$ cat src/rtl/progmem_pkg.sv
// ---------------------------------------------------------------------------
// progmem_pkg
// Shared types and sizes for the program memory / boot loader.
//   state_t : loader FSM encoding (CLEAR=0, LOAD=1, RUN=2; 3 is unused)
//   ADDR_W  : processor address width
//   DATA_W  : byte width of the store and of the load stream
//   DEPTH   : store depth, 2**ADDR_W
// Optional feature macro used by the including design: PROGMEM_CLEAR_EN
// ---------------------------------------------------------------------------
package progmem_pkg;

    localparam int ADDR_W = 8;
    localparam int DATA_W = 8;
    localparam int DEPTH  = 1 << ADDR_W;

    typedef enum logic [1:0] {
        CLEAR = 2'd0,
        LOAD  = 2'd1,
        RUN   = 2'd2
    } state_t;

endpackage : progmem_pkg

$ cat src/rtl/prog_ram.sv
// ---------------------------------------------------------------------------
// prog_ram
// DEPTH x DATA_W instruction store. Synchronous write port and an
// asynchronous (combinational) read port, so the processor sees the byte for
// its address in the same cycle. Contents are never reset.
// Ports:
//   clk     : clock, write on rising edge
//   i_we    : write enable
//   i_waddr : write address
//   i_wdata : write data
//   i_raddr : read address
//   o_rdata : read data (combinational)
// ---------------------------------------------------------------------------
module prog_ram
    import progmem_pkg::*;
#(
    parameter int P_ADDR_W = ADDR_W,
    parameter int P_DATA_W = DATA_W,
    parameter int P_DEPTH  = DEPTH
) (
    input  logic                clk,
    input  logic                i_we,
    input  logic [P_ADDR_W-1:0] i_waddr,
    input  logic [P_DATA_W-1:0] i_wdata,
    input  logic [P_ADDR_W-1:0] i_raddr,
    output logic [P_DATA_W-1:0] o_rdata
);

    logic [P_DATA_W-1:0] r_mem [P_DEPTH];

    always_ff @(posedge clk) begin
        if (i_we) begin
            r_mem[i_waddr] <= i_wdata;
        end
    end

    assign o_rdata = r_mem[i_raddr];

endmodule : prog_ram

$ cat src/rtl/prog_loader.sv
// ---------------------------------------------------------------------------
// prog_loader
// Program memory and boot loader in front of the processor. A program
// arrives as a valid/ready byte stream and is written into a 256x8 store;
// the processor is then released from reset and fetches bytes from the
// store. A reload request in RUN re-enters the load sequence with the
// processor held in reset.
//
// Optional feature macro: PROGMEM_CLEAR_EN
//   defined   : reset and reload pass through a 256-cycle CLEAR state that
//               zeroes the store before LOAD.
//   undefined : no CLEAR state; unloaded locations keep old contents.
//
// Ports:
//   clk        : clock
//   CLB        : asynchronous active-low reset
//   load_valid : stream byte available
//   load_data  : stream byte
//   load_last  : final byte of program (meaningful on a transfer)
//   load_ready : loader accepts a byte this cycle (LOAD state)
//   reload_req : restart the load (sampled in RUN only)
//   Address    : processor fetch address
//   Data       : fetched byte (00 outside RUN)
//   cpu_rst_n  : active-low reset to processor (high only in RUN)
//   load_count : bytes accepted in current/most recent load
//   ovf_err    : sticky, store filled before load_last was seen
// ---------------------------------------------------------------------------
module prog_loader
    import progmem_pkg::*;
(
    input  logic              clk,
    input  logic              CLB,
    input  logic              load_valid,
    input  logic [DATA_W-1:0] load_data,
    input  logic              load_last,
    output logic              load_ready,
    input  logic              reload_req,
    input  logic [ADDR_W-1:0] Address,
    output logic [DATA_W-1:0] Data,
    output logic              cpu_rst_n,
    output logic [ADDR_W:0]   load_count,
    output logic              ovf_err
);

`ifdef PROGMEM_CLEAR_EN
    localparam state_t START_STATE = CLEAR;
`else
    localparam state_t START_STATE = LOAD;
`endif

    state_t              r_state;
    state_t              r_state_next;
    logic [ADDR_W-1:0]   r_wr_ptr;
    logic [ADDR_W:0]     r_load_count;
    logic                r_ovf_err;
`ifdef PROGMEM_CLEAR_EN
    logic [ADDR_W-1:0]   r_clr_ptr;
`endif

    logic                w_xfer;
    logic                w_reload;
    logic                w_we;
    logic [ADDR_W-1:0]   w_waddr;
    logic [DATA_W-1:0]   w_wdata;
    logic [DATA_W-1:0]   w_rdata;

    assign w_xfer   = load_valid && (r_state == LOAD);
    assign w_reload = reload_req && (r_state == RUN);

    // ---------------- state register ----------------
    always_ff @(posedge clk or negedge CLB) begin
        if (!CLB) begin
            r_state <= START_STATE;
        end else begin
            r_state <= r_state_next;
        end
    end

    // ---------------- next-state logic ----------------
    always_comb begin
        r_state_next = r_state;
        case (r_state)
`ifdef PROGMEM_CLEAR_EN
            CLEAR: begin
                if (r_clr_ptr == '1) r_state_next = LOAD;
            end
`endif
            LOAD: begin
                // Either the program ends, or the last location was just
                // filled (overflow); both hand over to the processor.
                if (w_xfer && (load_last || (r_wr_ptr == '1))) r_state_next = RUN;
            end
            RUN: begin
                if (reload_req) r_state_next = START_STATE;
            end
            default: r_state_next = START_STATE;
        endcase
    end

    // ---------------- outputs, decoded from the state register ----------------
    always_comb begin
        load_ready = (r_state == LOAD);
        cpu_rst_n  = (r_state == RUN);
        Data       = (r_state == RUN) ? w_rdata : '0;
    end

    assign load_count = r_load_count;
    assign ovf_err    = r_ovf_err;

    // ---------------- pointers and flags ----------------
    always_ff @(posedge clk or negedge CLB) begin
        if (!CLB) begin
            r_wr_ptr     <= '0;
            r_load_count <= '0;
            r_ovf_err    <= 1'b0;
        end else if (w_reload) begin
            r_wr_ptr     <= '0;
            r_load_count <= '0;
            r_ovf_err    <= 1'b0;
        end else if (w_xfer) begin
            r_wr_ptr     <= r_wr_ptr + 1'b1;
            r_load_count <= r_load_count + 1'b1;
            if ((r_wr_ptr == '1) && !load_last) r_ovf_err <= 1'b1;
        end
    end

`ifdef PROGMEM_CLEAR_EN
    always_ff @(posedge clk or negedge CLB) begin
        if (!CLB) begin
            r_clr_ptr <= '0;
        end else if (w_reload) begin
            r_clr_ptr <= '0;
        end else if (r_state == CLEAR) begin
            r_clr_ptr <= r_clr_ptr + 1'b1;
        end
    end

    // CLEAR owns the write port; stream bytes are not accepted then.
    assign w_we    = w_xfer || (r_state == CLEAR);
    assign w_waddr = (r_state == CLEAR) ? r_clr_ptr : r_wr_ptr;
    assign w_wdata = (r_state == CLEAR) ? '0 : load_data;
`else
    assign w_we    = w_xfer;
    assign w_waddr = r_wr_ptr;
    assign w_wdata = load_data;
`endif

    prog_ram #(
        .P_ADDR_W (ADDR_W),
        .P_DATA_W (DATA_W),
        .P_DEPTH  (DEPTH)
    ) u_prog_ram (
        .clk     (clk),
        .i_we    (w_we),
        .i_waddr (w_waddr),
        .i_wdata (w_wdata),
        .i_raddr (Address),
        .o_rdata (w_rdata)
    );

endmodule : prog_loader

$ cat config.mk
export PLATFORM = sky130hd
export DESIGN_NAME = prog_loader
export DESIGN_NICKNAME = d
export VERILOG_FILES = /design/src/rtl/progmem_pkg.sv /design/src/rtl/prog_ram.sv /design/src/rtl/prog_loader.sv
export SDC_FILE = /design/constraint.sdc
export NUM_CORES = 2
export LEC_CHECK = 0
export BUFFER_PORTS_ARGS = -buffer_cell sky130_fd_sc_hd__buf_2
export CELL_PAD_IN_SITES_DETAIL_PLACEMENT = 1
export CELL_PAD_IN_SITES_GLOBAL_PLACEMENT = 2
export CORE_ASPECT_RATIO = 0.7
export CORE_MARGIN = 2
export CORE_UTILIZATION = 50
export DETAILED_ROUTE_END_ITERATION = 16
export PLACE_DENSITY_LB_ADDON = 0.1
export REMOVE_ABC_BUFFERS = 1
export SLEW_MARGIN = 20
export SYNTH_ARGS = -nofsm -noshare
export SYNTH_HDL_FRONTEND = slang
export SYNTH_SLANG_ARGS = --single-unit
$ cat constraint.sdc
create_clock -name clk -period 4.3 [get_ports clk]
set_input_delay 0 -clock clk [delete_from_list [all_inputs] [get_ports clk]]
set_output_delay 0 -clock clk [all_outputs]
set_load 0.01 [all_outputs]
==> results.md <==
* Outcome: finished clean
* CP top delay family: simple AND/OR/NAND/NOR gates
* Fill cell count at between 10000 and 15000
* Combinational power share at under 10%
* Worst Hold Depth at 5
* R2R setup slack at 1.13 ns
* Commonest non-fill, non-tap cell in the layout: edfxtp_1
* Die Width at 486 um
* Leak at between 20 and 30 nW
* Antenna cells at 0
* Crit path capture type: primary output
* Most frequent cells in the layout: edfxtp_1 (2048), mux4_2 (371), nor2_1 (318)
* Crit-path cells: buf_4 -> nand2b_4 -> buf_4 -> o221ai_1 -> nor3_1 -> nor4_1 -> nand4_1 -> o22ai_1 -> buf_2
* Post-Synth XOR/XNOR Area at less than 1%
* Starting Density at between 50% and 60%
* CORE AREA at between 0.15 and 0.2 mm^2
* R2R Path Start: r_state[0]$_DFFE_PN1P_
* Syn Std Cell Area at slightly above 0.08 mm^2
* Gpl congestion at ~0.88
* Synthesis-stage register bit count at 2068
* First-pass GRT wire length at 340000 um
* Final hold vios at 0
* Layout cells sized above 1 at 21.0%
* Routed wire length at around 240000 um
* Number of iterations in the first detailed-routing pass at 6
* Layout area overhead at 11.2%
* Crit start category: primary input
* Worst min-delay path startpoint: load_valid
* Maximum vdd ir drop at 0.403 mV
* I/O pin cnt at about 40
* Slowest-stage cell, CP: nor4_1
* Maxcap violations at 0
* Largest net degree at the start of global routing at 133
* Tcrit/Tclk final at a little over nine tenths
* Met1 global-route usage at 46.6%
* Clk slew on worst S/H paths at ~0.07 ns
* RSZ-0062 raised after global routing: no
* Post-synthesis compound-gate area fraction at 3.16%
* Busiest grt layer: met1
* CP max FO at 28
* GRT met3 Usage at between 6 and 7%
* Residual DRC at 0
* Post-Route Skew at roughly 0.026 ns
* Maximum clock rate at about 240 MHz
* Syn Inst Count at between 4000 and 5000
* Skew-Pair Late Insertion Delay at 0.84 ns
* Required @ worst endpoint at between 4 and 5 ns
* Post-synth top area cell: edfxtp_1
* CP arrival at between 4 and 5 ns
* Setup violators final at 0
* Buf+Inv Stages, Crit Path at 3
* Sw Pwr at between 0.009 and 0.01 W
* # port buffers at 40
* Multiplexer share of the synthesized area at about 15%
* Vias in the first global route at ~42000
* Total congestion overflow at 0
* Yosys cell types at 72
* CTS max path bufs at 3
* Rel. slew slack at between 10% and 20%
* Clock share of power at 39.6%
* Drt wl/cell at ~37 um
* Sequential share of power at around 54%
* Int Pwr at 0.0321 W
* Fin Hold WS at approximately 0.11 ns
* Clock root buffer: clkbuf_16
* Top cell type's share of synthesized area at 75.5%
* Total number of yosys warnings at 0
* Post-DP HPWL at ~160000 um
* Final ANT Viol Nets at 0
* Die height at between 300 and 400 um
* Hold crit path type: primary input to flop
* EDFF count, synth at 2048
* Row Count at around 120
* Largest family of logic cells by synthesized area: multiplexers
* H-tree depth at 4
* Shortest period the worst path allows at about 4.2 ns
* Worst-Margin Slew at roughly 1.3 ns
* Setup TNS at 0 ns
* Die area at between 0.15 and 0.2 mm^2
* CTS Buf Count at 192
* Vias/cell at between 6 and 7
* Synth Area per Inst at 20.0 um^2
* Sink Count at 2068
* Final Slew Violations at 0
* Worst r2r dst: u_prog_ram.r_mem[144][5]$_DFFE_PP_
* CTS tree: done
* Hold endpoint: r_wr_ptr[0]$_DFFE_PN0P_
* Initial antenna violation count at 8
* Post-layout nets at approximately 4300
* Switching Fraction at 22.9%
* Seq/Total Area, Yosys at about three quarters
* Critical path's largest stage delay at roughly 0.99 ns
* Initial DRC count at roughly 6000
* Tot GR Track Use at 29.4%
* Post-CTS sizing at 0
* WS Path Type: primary input to primary output
* Worst R2R Path Depth at 4
* Synth area leaders: edfxtp_1 (75%), mux4_2 (10%), mux2i_1 (3.3%)
* PD cells at between 400 and 500 mW/mm^2
* Critical Path Most Common Cell: buf_4
* Post-Synth Adder-Cell Area at less than 1%
* Met2 usage at a little over two fifths
* Async set or reset register ratio after synthesis at less than 1%
* Post-Synth Simple-Gate Area at under 10%
* Primary FF master, synth: edfxtp_1
* Vias post-DR at between 40000 and 50000
-- tightest hold or removal path, cell delays in order --
cell and delay (ns):
buf_2 0.15, and3b_1 0.26, buf_4 0.26, xnor2_1 0.17, nor2_1 0.04
-- cells in the mapped netlist (6+ instances only) --
master and count:
nor3_1 95, inv_1 6, xor2_1 10, a211o_1 8
edfxtp_1 2048, nand4_1 26, buf_8 19, clkbuf_1 84
nand3_1 53, nor2b_1 11, or3_1 12, buf_4 35
a311oi_1 8, o31ai_1 12, buf_6 29, a221oi_1 10
a2111oi_0 15, o22ai_1 63, a22oi_1 6, and2_1 12
mux2_2 26, buf_1 21, a211oi_1 20, mux4_1 19
mux2i_1 268, o221ai_1 77, a21oi_1 44, buf_12 13
nand2_1 94, nor2_1 319, nor4_1 20, mux4_2 371
dfrtp_1 19, buf_2 48, o21ai_0 51, a31oi_1 14
-- sequential cells by signal (all words and copies together) (netlist names) --
register / cells
u_prog_ram.r_mem: 2048
r_wr_ptr: 8
ovf_err: 1
load_count: 9
r_state: 2
-- power groups by stage --
stage	combinational (W)	sequential, W	clock, W
final	0.00272	0.0224	0.0165
after global routing	0.00283	0.0224	0.0174
after CTS	0.00270	0.0224	0.0167
after detailed placement	0.00267	0.0228	0
after global placement	0.00265	0.0228	0
after floorplan	0.00101	0.0228	0
-- worst max-delay path by stage --
stage | from | depth (start not counted) | slack [ns] | end
floorplan | Address[4] | 5 | 0.61 | Data[6]
global placement | Address[4] | 10 | 0.11 | Data[4]
detailed placement | Address[2] | 9 | 0.33 | Data[5]
CTS | r_state[0]$_DFFE_PN1P_ | 7 | 0.29 | Data[5]
global route | Address[2] | 9 | 0.32 | Data[5]
finish | Address[2] | 9 | 0.14 | Data[5]
-- per-stage QoR --
stage / cells / util [%] / area, um^2 / worst slack [ns] / power [W]
final: 6539 / 56.2 / 90600 / 0.139 / 0.0416
after global routing: 6539 / 56.2 / 90600 / 0.321 / 0.0426
after CTS: 6539 / 56.2 / 90600 / 0.286 / 0.0417
after detailed placement: 6184 / 52.4 / 84600 / 0.334 / 0.0255
after global placement: 6184 / 52.4 / 84500 / 0.111 / 0.0254
after floorplan: 3813 / - / 79700 / 0.609 / 0.0238
-- metal layers --
metal  up-vias  share of wire (%)
li1      17200                  -
met1     23200                 45
met2      2067                 44
met3       272                9.3
met4         2                2.1
met5         -             0.0045
-- cells by family (layout without fill, tap and decap cells) --
| group | count (synthesis) | in the layout |
|---|---|---|
| buf+inv | 260 | 608 |
| compound gates | 361 | 361 |
| mux | 684 | 684 |
| fa+ha+maj | 5 | 5 |
| flops | 2068 | 2068 |
| xor+xnor | 12 | 12 |
| simple gates | 676 | 676 |
-- cell type report --
type / count / area (um^2) / share of cell area, %
clock buffer: 251 / 5150 / 5.69
clock inverter: 90 / 739 / 0.816
inverter: 7 / 31.3 / 0.0345
multi-input combinational: 1738 / 17700 / 19.5
sequential: 2068 / 62000 / 68.4
tap: 2125 / 2660 / 2.93
timing repair buffer: 260 / 2330 / 2.58
-- timing repair --
item                      CTS  global route
hold buffers               14             0
buffers inserted            0             0
hold endpoints to repair  618             0
No activity file was read; power rests on OpenSTA's default activity.
